[config.mk]
export PLATFORM = sky130hd
export DESIGN_NAME = uart_hex_line_receiver
export DESIGN_NICKNAME = d
export VERILOG_FILES = /design/src/rtl/uart_hex_line_receiver_pkg.sv /design/src/rtl/uart_hex_line_receiver_rx_core.sv /design/src/rtl/uart_hex_line_receiver.sv
export SDC_FILE = /design/constraint.sdc
export NUM_CORES = 1
export LEC_CHECK = 0
export BUFFER_PORTS_ARGS = -buffer_cell sky130_fd_sc_hd__buf_2
export CORE_ASPECT_RATIO = 0.9
export CORE_MARGIN = 2
export CORE_UTILIZATION = 55
export DETAILED_ROUTE_END_ITERATION = 10
export PLACE_DENSITY = 0.77
export SLEW_MARGIN = 20
export SYNTH_ARGS = -nofsm -noshare
export SYNTH_HDL_FRONTEND = slang
export SYNTH_SLANG_ARGS = --single-unit
[constraint.sdc]
create_clock -name clk -period 3.8 [get_ports clk]
set_input_delay 0.38 -clock clk [delete_from_list [all_inputs] [get_ports clk]]
set_output_delay 0.38 -clock clk [all_outputs]
set_load 0.005 [all_outputs]
[src/rtl/uart_hex_line_receiver_pkg.sv]
// Shared definitions for the UART hex line receiver: ASCII control codes,
// RX state encoding and the hex digit decoder.
package uart_hex_line_receiver_pkg;

    localparam logic [7:0] ASCII_LF = 8'h0A;
    localparam logic [7:0] ASCII_CR = 8'h0D;

    typedef enum logic [2:0] {
        IDLE      = 3'd0,
        START     = 3'd1,
        DATA      = 3'd2,
        STOP      = 3'd3,
        WAIT_HIGH = 3'd4
    } rx_state_t;

    typedef struct packed {
        logic       valid;
        logic [3:0] nibble;
    } hex_digit_t;

    // Both letter ranges have low nibble 1..6, so value = low nibble + 9.
    function automatic hex_digit_t hex_decode(input logic [7:0] c);
        hex_digit_t r;
        r.valid  = 1'b1;
        r.nibble = 4'h0;
        if (c >= 8'h30 && c <= 8'h39) begin
            r.nibble = c[3:0];
        end else if ((c >= 8'h41 && c <= 8'h46) || (c >= 8'h61 && c <= 8'h66)) begin
            r.nibble = c[3:0] + 4'd9;
        end else begin
            r.valid = 1'b0;
        end
        return r;
    endfunction

endpackage

[src/rtl/uart_hex_line_receiver_rx_core.sv]
// 8N1 UART receiver: two-flop synchroniser, down-counting bit timer and RX FSM
// producing one registered byte/pulse per frame.
module uart_hex_line_receiver_rx_core
    import uart_hex_line_receiver_pkg::*;
#(
    parameter int CLK_DIVIDER = 200
) (
    input  logic       clk,
    input  logic       reset,
    input  logic       rx,
    output logic [7:0] byte_data,
    output logic       byte_valid,
    output logic       frame_err
);

    localparam int TW = $clog2(CLK_DIVIDER);
    localparam logic [TW-1:0] HALF_BIT  = TW'(CLK_DIVIDER / 2 - 1);
    localparam logic [TW-1:0] FULL_BIT  = TW'(CLK_DIVIDER - 1);
    localparam logic [TW-1:0] TIMER_ONE = TW'(1);

    logic            sync1_q, sync2_q;
    rx_state_t       state_q, state_d;
    logic [TW-1:0]   timer_q, timer_d;
    logic [2:0]      bit_idx_q, bit_idx_d;
    logic [7:0]      shift_q, shift_d;
    logic [7:0]      byte_data_q, byte_data_d;
    logic            byte_valid_q, byte_valid_d;
    logic            frame_err_q, frame_err_d;
    logic            rx_s;

    assign rx_s = sync2_q;

    always_ff @(posedge clk) begin
        if (reset) begin
            sync1_q      <= 1'b1;
            sync2_q      <= 1'b1;
            state_q      <= IDLE;
            timer_q      <= '0;
            bit_idx_q    <= '0;
            shift_q      <= '0;
            byte_data_q  <= '0;
            byte_valid_q <= 1'b0;
            frame_err_q  <= 1'b0;
        end else begin
            sync1_q      <= rx;
            sync2_q      <= sync1_q;
            state_q      <= state_d;
            timer_q      <= timer_d;
            bit_idx_q    <= bit_idx_d;
            shift_q      <= shift_d;
            byte_data_q  <= byte_data_d;
            byte_valid_q <= byte_valid_d;
            frame_err_q  <= frame_err_d;
        end
    end

    always_comb begin
        state_d      = state_q;
        timer_d      = timer_q;
        bit_idx_d    = bit_idx_q;
        shift_d      = shift_q;
        byte_data_d  = byte_data_q;
        byte_valid_d = 1'b0;
        frame_err_d  = 1'b0;
        // Every timed state just counts down until the timer reads zero.
        if (state_q != IDLE && state_q != WAIT_HIGH && timer_q != '0) begin
            timer_d = timer_q - TIMER_ONE;
        end else begin
            case (state_q)
                IDLE: begin
                    if (!rx_s) begin
                        timer_d = HALF_BIT;
                        state_d = START;
                    end
                end
                START: begin
                    if (rx_s) begin
                        state_d = IDLE;
                    end else begin
                        timer_d   = FULL_BIT;
                        bit_idx_d = '0;
                        state_d   = DATA;
                    end
                end
                DATA: begin
                    shift_d   = {rx_s, shift_q[7:1]};
                    timer_d   = FULL_BIT;
                    bit_idx_d = bit_idx_q + 3'd1;
                    if (bit_idx_q == 3'd7) begin
                        state_d = STOP;
                    end
                end
                STOP: begin
                    if (rx_s) begin
                        byte_data_d  = shift_q;
                        byte_valid_d = 1'b1;
                        state_d      = IDLE;
                    end else begin
                        frame_err_d = 1'b1;
                        state_d     = WAIT_HIGH;
                    end
                end
                WAIT_HIGH: begin
                    if (rx_s) begin
                        state_d = IDLE;
                    end
                end
                default: state_d = IDLE;
            endcase
        end
    end

    assign byte_data  = byte_data_q;
    assign byte_valid = byte_valid_q;
    assign frame_err  = frame_err_q;

endmodule

[src/rtl/uart_hex_line_receiver.sv]
// Debug UART receive path: deserialises bytes and parses newline-terminated
// ASCII hex lines (MSB nibble first) into a WIDTH-bit register.
module uart_hex_line_receiver
    import uart_hex_line_receiver_pkg::*;
#(
    parameter int CLK_DIVIDER = 200,
    parameter int WIDTH       = 96
) (
    input  logic             clk,
    input  logic             reset,
    input  logic             rx,
    output logic [7:0]       byte_data,
    output logic             byte_valid,
    output logic             frame_err,
    output logic [WIDTH-1:0] data,
    output logic             data_valid,
    output logic             hex_err
);

    localparam int DIGITS = WIDTH / 4;
    localparam int CW     = $clog2(DIGITS) + 1;
    localparam logic [CW-1:0] DIGITS_C = CW'(DIGITS);
    localparam logic [CW-1:0] CNT_ONE  = CW'(1);

    logic [7:0]       rx_byte;
    logic             rx_valid;
    hex_digit_t       dig;

    logic [WIDTH-1:0] acc_q, acc_d;
    logic [CW-1:0]    cnt_q, cnt_d;
    logic             bad_q, bad_d;
    logic             ovf_q, ovf_d;
    logic [WIDTH-1:0] data_q, data_d;
    logic             data_valid_q, data_valid_d;
    logic             hex_err_q, hex_err_d;

    uart_hex_line_receiver_rx_core #(
        .CLK_DIVIDER(CLK_DIVIDER)
    ) u_rx_core (
        .clk        (clk),
        .reset      (reset),
        .rx         (rx),
        .byte_data  (rx_byte),
        .byte_valid (rx_valid),
        .frame_err  (frame_err)
    );

    assign dig = hex_decode(rx_byte);

    always_ff @(posedge clk) begin
        if (reset) begin
            acc_q        <= '0;
            cnt_q        <= '0;
            bad_q        <= 1'b0;
            ovf_q        <= 1'b0;
            data_q       <= '0;
            data_valid_q <= 1'b0;
            hex_err_q    <= 1'b0;
        end else begin
            acc_q        <= acc_d;
            cnt_q        <= cnt_d;
            bad_q        <= bad_d;
            ovf_q        <= ovf_d;
            data_q       <= data_d;
            data_valid_q <= data_valid_d;
            hex_err_q    <= hex_err_d;
        end
    end

    always_comb begin
        acc_d        = acc_q;
        cnt_d        = cnt_q;
        bad_d        = bad_q;
        ovf_d        = ovf_q;
        data_d       = data_q;
        data_valid_d = 1'b0;
        hex_err_d    = 1'b0;
        if (rx_valid) begin
            if (rx_byte == ASCII_LF) begin
                if (cnt_q == DIGITS_C && !bad_q && !ovf_q) begin
                    data_d       = acc_q;
                    data_valid_d = 1'b1;
                end else begin
                    hex_err_d = 1'b1;
                end
                acc_d = '0;
                cnt_d = '0;
                bad_d = 1'b0;
                ovf_d = 1'b0;
            end else if (rx_byte == ASCII_CR || bad_q) begin
                // CR is transparent; a poisoned line waits for its LF.
            end else if (dig.valid) begin
                if (cnt_q == DIGITS_C) begin
                    ovf_d = 1'b1;
                end else begin
                    acc_d = {acc_q[WIDTH-5:0], dig.nibble};
                    cnt_d = cnt_q + CNT_ONE;
                end
            end else begin
                bad_d = 1'b1;
            end
        end
    end

    assign byte_data  = rx_byte;
    assign byte_valid = rx_valid;
    assign data       = data_q;
    assign data_valid = data_valid_q;
    assign hex_err    = hex_err_q;

endmodule

# [Word-level counts from Yosys, hierarchy flattened]
# Cells that the tools add are included.
# Widths: inputs -> output; s select.
[totals] in_bits=3 register_bits=236 word_cells=112
[classes] n_lt_le_gt_ge=6 reduce_logical=29 n_eq_ne=18 bitwise=4 add_sub_neg=4 n_mux=35
[ops] op="$mux 96" n=4
[ops] op="$mux 6" n=4
[ops] op="$mux 8" n=3
[ops] op="$pmux 8 s3" n=1
[ops] op="$eq 8x4->1 const B" n=2
[ops] op="$ge 8x7->1 const B" n=2
[ops] op="$le 8x7->1 const B" n=2
[ops] op="$mux 3" n=5
[ops] op="$pmux 3 s5" n=1
[ops] op="$reduce_and 3->1" n=5
[ops] op="$mux 1" n=13
[ops] op="$reduce_and 4->1" n=3
[ops] op="$ne 3x3->1 const B" n=3
[ops] op="$ge 8x6->1 const B" n=1
[ops] op="$le 8x6->1 const B" n=1
[ops] op="$mux 4" n=2
[ops] op="$ne 2x2->1 const B" n=4
[ops] op="$reduce_bool 8->1" n=1
[ops] op="$sub 8x1->8 const B" n=1
[ops] op="$logic_and 1x1->1" n=7
[ops] op="$add 6x1->6 const B" n=1
[ops] op="$eq 3x2->1 const B" n=2
[ops] op="$eq 3x3->1 const B" n=2
[ops] op="$eq 6x5->1 const B" n=1
[ops] op="other kinds (15)" n=25

# [Logic depth before layout (Yosys ltp)]
[logic_depth] ltp_word=9 mapped_depth=10

# [Modules after synthesis]
# A second synthesis with hierarchy kept.
[unflattened] hier_cells=890 hier_area_um2=8515.7
[modules_own_cells] mod="uart_hex_line_receiver" cells_each=722 seq_area_each_um2=4043.9 area_each_um2=6935.4 n_inst=1
[modules_own_cells] mod="uart_hex_line_receiver_rx_core" cells_each=168 seq_area_each_um2=680.7 area_each_um2=1580.3 n_inst=1

# [Worst setup path before layout]
# OpenSTA, ideal clock, no wires.
[synth_timing] kind="register to register" from="register u_rx_core.byte_data_q[3], in the netlist u_rx_core.byte_data[3]" to="register acc_q[20]" path_buffers=4 period_less_slack_ns=2.319 arrival_time_ns=2.203 stages_incl_launch_ff=9 setup_slack_ns=1.481 cell_sequence="dfxtp_1 > or4b_4 > or3_1 > buf_2 > and3b_1 > buf_2 > buf_6 > buf_6 > a22o_1"
[synth_via] elab_chain_cells=7 word_cells_on_any_way=20 classes_between="6 x order compare; 4 x eq/ne; 3 x mux; 7 x reduce/logical"
[synth_lines] element="start: declaration" line_no="uart_hex_line_receiver_rx_core.sv:26" rtl="logic [7:0] byte_data_q, byte_data_d;"
[synth_lines] element="start signal: assignment" line_no="uart_hex_line_receiver_rx_core.sv:51" rtl="byte_data_q <= byte_data_d;"
[synth_lines] element="$ge 8x7->1 or $le 8x7->1 (tied branches)" line_no="uart_hex_line_receiver_pkg.sv:28" rtl="end else if ((c >= 8'h41 && c <= 8'h46) || (c >= 8'h61 && c <= 8'h66)) begin"
[synth_lines] element="$logic_and 1x1->1" line_no="uart_hex_line_receiver_pkg.sv:28"
[synth_lines] element="$logic_or 1x1->1" line_no="uart_hex_line_receiver_pkg.sv:28"
[synth_lines] element="$mux 1" line_no="uart_hex_line_receiver_pkg.sv:28"
[synth_lines] element="$mux 1" line_no="uart_hex_line_receiver_pkg.sv:26" rtl="if (c >= 8'h30 && c <= 8'h39) begin"
[synth_lines] element="$reduce_bool 2->1 (no source line)"
[synth_lines] element="$reduce_and 4->1 (no source line)"
[synth_lines] element="end signal: assignment" line_no="uart_hex_line_receiver.sv:52" rtl="acc_q <= '0;"
[synth_lines] element="end signal: assignment" line_no="uart_hex_line_receiver.sv:60" rtl="acc_q <= acc_d;"
[synth_lines] element="end: declaration" line_no="uart_hex_line_receiver.sv:29" rtl="logic [WIDTH-1:0] acc_q, acc_d;"
# Parallel ways exist; a longest one is shown, timed or not.
# A chain may end at the register's enable or synchronous reset.

# [Worst setup path after layout]
[layout_timing] from="register u_rx_core.byte_data_q[1], in the netlist u_rx_core.byte_data[1]" to="register acc_q[25]"
# The elaborated chain is that of the path after synthesis.

==> results list <==
* Commonest non-fill, non-tap cell in the layout: sky130_fd_sc_hd__dfxtp_1
* Sequential power share: 0.517
- Clock-pin slew was measured on the worst setup and hold paths at 0.06 ns.
- Worst-case clock buffer depth: 3
- 0 antenna diodes ended up in the layout.
- Antenna viol nets, final: 0
- For this design the total switching power over the nets is approximately 970 uW.
- Sinks on Clock Net: 236
* Wire length of the first global-routing pass: roughly 28000 um
* Critical path launch point type: flop
- Summed over all nets, the half-perimeter wirelength after detailed placement is 10700 um.
- Sum of negative setup slack: 0 ns
- In this run the tool buffered the top-level ports with 110 buffer cells.
- Largest net degree at the start of global routing: 100
- Endpoint required time on the critical path: 4.24 ns
- The number of hold buffers added after CTS was 0.
- In this run the worst setup path terminates at acc_q[25]$_SDFFE_PP0P_.
* Worst min-delay path category: in -> reg
* Worst VDD drop: 0.307 mV
- Yosys synthesis warning count: 0
- The count of final hold-check violations is 0.
- For this configuration, the core starts out at a cell density of 0.568.
* Leading cell types by total area after synthesis: sky130_fd_sc_hd__dfxtp_1, sky130_fd_sc_hd__a22o_1, sky130_fd_sc_hd__nand2_1, sky130_fd_sc_hd__a21oi_1, sky130_fd_sc_hd__mux2i_1
* Area delta synth->final: 15.7%
- In this run, synthesis produced a sequential element count of about 240.
- Fraction of synthesis flops using an asynchronous set or reset pin: 0
- TritonCTS built the clock tree.
* Total routed wirelength: 17100 um
* Number of global-route vias before repair: 5983
* Post-synth EDFFs: 0
- Power per cell area: 494 nW/um^2
- Unrepaired setup endpoints after global routing: no
* Number of antenna violations at the first check in global routing: 0
* Post-layout util: 0.658
- Main flop type after synthesis: sky130_fd_sc_hd__dfxtp_1
* Status: finished, final reports clean
- Summed over all cells, the static leakage comes to 3.88 nW.
* Clock latency at the later pin of the worst-skew pair: around 0.50 ns
* Number of resized instances in the post-cts repair step: 0
- After detailed routing, the average wire length per cell comes to between 10 and 15 um.
- The final count of pins violating max slew was 0.
- The floorplan step defined a die boundary enclosing 16300 sq um.
- Number of nets in the final layout: around 980
- Cell internal power dissipation: a little under 4 mW
* Critical setup path kind: reg -> reg
- After floorplanning, the core was sized to cover around 15000 sq um.
- DRC violation count after routing: 0
- Of the cells placed in the final design, the portion with a size suffix greater than 1 is 0.171.
* Die height: 121 um
- Reg2reg setup slack: 0.90 ns
- Reg-to-reg critical path endpoint: acc_q[25]$_SDFFE_PP0P_
- At the pin with the least slew margin, the transition time is 1.05 ns.
* Count of H-tree levels built during CTS: 1
* Cell variety after synth: 55
- Rel. slew slack: 0.297
- Part of the power in the clock network: 0.464
* Die extent in x: 134 um
- For this run, the detailed router's first-pass iteration total came to 5.
- Setup violators final: 0
- Of all nets on the critical path, the largest fanout is 45.
* Syn Inst Count: 890
- Of the total power, the share spent switching nets is 0.202.
- Fraction of the cycle the final worst path needs: 0.764
* Highest clock frequency the design can meet: 344 MHz
* Hold Path Cell Cnt: 2
* Register-to-Register Path Depth: 7
- Minimum clock period: 2.90 ns
- Using the TritonRoute via totals, the vias-per-cell ratio works out to 5.54.
- Average size of a mapped cell: 9.46 sq um
- For this design the top-level I/O count stands at 111.
* Buffer cell driving the clock tree root: sky130_fd_sc_hd__clkbuf_16
* Commonest cells after routing, fill and taps aside: sky130_fd_sc_hd__dfxtp_1, sky130_fd_sc_hd__nand2_1, sky130_fd_sc_hd__a21oi_1
- Mapped Area: 8420 sq um
* Register area share after synthesis: 0.561
- In this run, the number of DRC markers left after iteration 0 of detailed routing was 403.
- In this run the worst setup path begins at u_rx_core.byte_data[1]$_SDFFE_PP0P_.
* Post-CTS Repair Setup Buffers: 0
* Setup crit end kind: flop
- Std cell rows: 42
* Global-route usage over all layers: 0.206
- Portion of total power attributed to combinational logic: 0.020
* Fraction of post-synthesis cell area in the top cell type by area: 0.561
- The synthesized design spends more area on one cell type than any other, namely sky130_fd_sc_hd__dfxtp_1.
- Across all layers, the routed design uses 6534 vias.
* Data arrival time of the critical path: around 3.4 ns
- Clock skew: approximately 0.011 ns
- The number of nets in the synthesized netlist is between 900 and 1000.
- Num CTS Buffers: 22
* Beginning of the worst register-to-register path: u_rx_core.byte_data[1]$_SDFFE_PP0P_
- Leftover overflow at the end of global routing: 0
- Max-cap violations in this run came to 0.
- Routability-driven placement finished with a final weighted congestion of between 0.8 and 0.9.
cells in the mapped netlist, types with 3 or more instances:
cell type and instances:
sky130_fd_sc_hd__or2_2 5, sky130_fd_sc_hd__buf_6 6, sky130_fd_sc_hd__a21oi_1 116, sky130_fd_sc_hd__a21o_1 3
sky130_fd_sc_hd__a221oi_1 3, sky130_fd_sc_hd__o21ai_0 9, sky130_fd_sc_hd__a31oi_1 3, sky130_fd_sc_hd__or3_1 6
sky130_fd_sc_hd__inv_1 13, sky130_fd_sc_hd__nor4_1 5, sky130_fd_sc_hd__ha_1 10, sky130_fd_sc_hd__a22oi_1 4
sky130_fd_sc_hd__nand2_1 201, sky130_fd_sc_hd__nand2b_1 4, sky130_fd_sc_hd__nor2_1 35, sky130_fd_sc_hd__buf_4 6
sky130_fd_sc_hd__nor3_1 9, sky130_fd_sc_hd__buf_2 13, sky130_fd_sc_hd__clkbuf_1 41, sky130_fd_sc_hd__a211oi_1 4
sky130_fd_sc_hd__nand3_1 8, sky130_fd_sc_hd__a22o_1 93, sky130_fd_sc_hd__a211o_1 3, sky130_fd_sc_hd__mux2i_1 16
sky130_fd_sc_hd__dfxtp_1 236
how the worst min path moves through the flow:
| stage | from | end | slack, ns |
|---|---|---|---|
| floorplan | u_rx_core.sync1_q$_SDFF_PP1_ | u_rx_core.rx_s$_SDFF_PP1_ | 0.39 |
| global placement | u_rx_core.sync1_q$_SDFF_PP1_ | u_rx_core.rx_s$_SDFF_PP1_ | 0.40 |
| detailed placement | u_rx_core.sync1_q$_SDFF_PP1_ | u_rx_core.rx_s$_SDFF_PP1_ | 0.40 |
| CTS | rx | u_rx_core.sync1_q$_SDFF_PP1_ | 0.05 |
| global route | rx | u_rx_core.sync1_q$_SDFF_PP1_ | 0.06 |
| finish | rx | u_rx_core.sync1_q$_SDFF_PP1_ | 0.06 |
worst max-delay path: stages (launching register included):
cell and delay [ns]:
sky130_fd_sc_hd__dfxtp_1 0.44, sky130_fd_sc_hd__inv_1 0.09, sky130_fd_sc_hd__ha_1 0.24, sky130_fd_sc_hd__o311ai_1 0.58, sky130_fd_sc_hd__a211o_1 0.43, sky130_fd_sc_hd__and3b_4 0.58, sky130_fd_sc_hd__buf_12 0.28, sky130_fd_sc_hd__a22o_1 0.17
routing by layer:
metal  GRT usage  routed length [um]  up-vias
met1       0.284                8100     3108
met5           0                   0        -
met2       0.337                7920      148
li1            -                   -     3250
met4      0.0632                 360        0
met3      0.0297                 717       28
cells by family (layout without fill, tap and decap cells):
kind of cell / count (synthesis) / count (layout) / synth area share
AO/OA/AOI/OAI: 254 / 254 / 0.207
XOR/XNOR: 1 / 1 / 0.00104
adder cells (fa/ha/maj): 10 / 10 / 0.0149
multiplexers: 17 / 17 / 0.0204
buffers and inverters: 79 / 170 / 0.0452
flip-flops: 236 / 236 / 0.561
AND/OR/NAND/NOR: 293 / 293 / 0.150
power groups by stage:
| stage | registers [mW] | logic [mW] | clock network (mW) |
|---|---|---|---|
| finish | 2.49 | 0.0943 | 2.23 |
| global route | 2.49 | 0.105 | 2.37 |
| global placement | 2.54 | 0.0935 | 0 |
| CTS | 2.49 | 0.0939 | 2.27 |
| detailed placement | 2.54 | 0.0935 | 0 |
| floorplan | 2.54 | 0.0838 | 0 |
flip-flops by register name (all words and copies together) (netlist names):
signal                count
u_rx_core.state_q         3
data_valid                1
data                     96
u_rx_core.timer_q         8
u_rx_core.rx_s            1
cnt_q                     6
hex_err                   1
u_rx_core.byte_valid      1
ovf_q                     1
u_rx_core.bit_idx_q       3
u_rx_core.frame_err       1
u_rx_core.shift_q         8
acc_q                    96
bad_q                     1
u_rx_core.sync1_q         1
u_rx_core.byte_data       8
per-stage QoR:
stage | hold WS (ns) | cells | worst slack, ns | total power, mW | area [sq um]
final | 0.0645 | 1179 | 0.895 | 4.82 | 9750
after detailed placement | 0.397 | 1140 | 0.955 | 2.64 | 9000
after CTS | 0.0532 | 1179 | 0.884 | 4.85 | 9750
after global placement | 0.396 | 1140 | 1.01 | 2.64 | 9000
after floorplan | 0.389 | 890 | 1.48 | 2.62 | 8420
after global routing | 0.0645 | 1179 | 0.628 | 4.96 | 9750
cell type report:
| class | count | area [sq um] |
|---|---|---|
| clock buffer | 32 | 659 |
| clock inverter | 7 | 87.6 |
| fill | 1232 | 5070 |
| inverter | 13 | 48.8 |
| multi-input combinational | 575 | 3330 |
| sequential | 236 | 4720 |
| tap | 198 | 248 |
| timing repair buffer | 118 | 651 |
No activity file was read; power rests on OpenSTA's default activity.
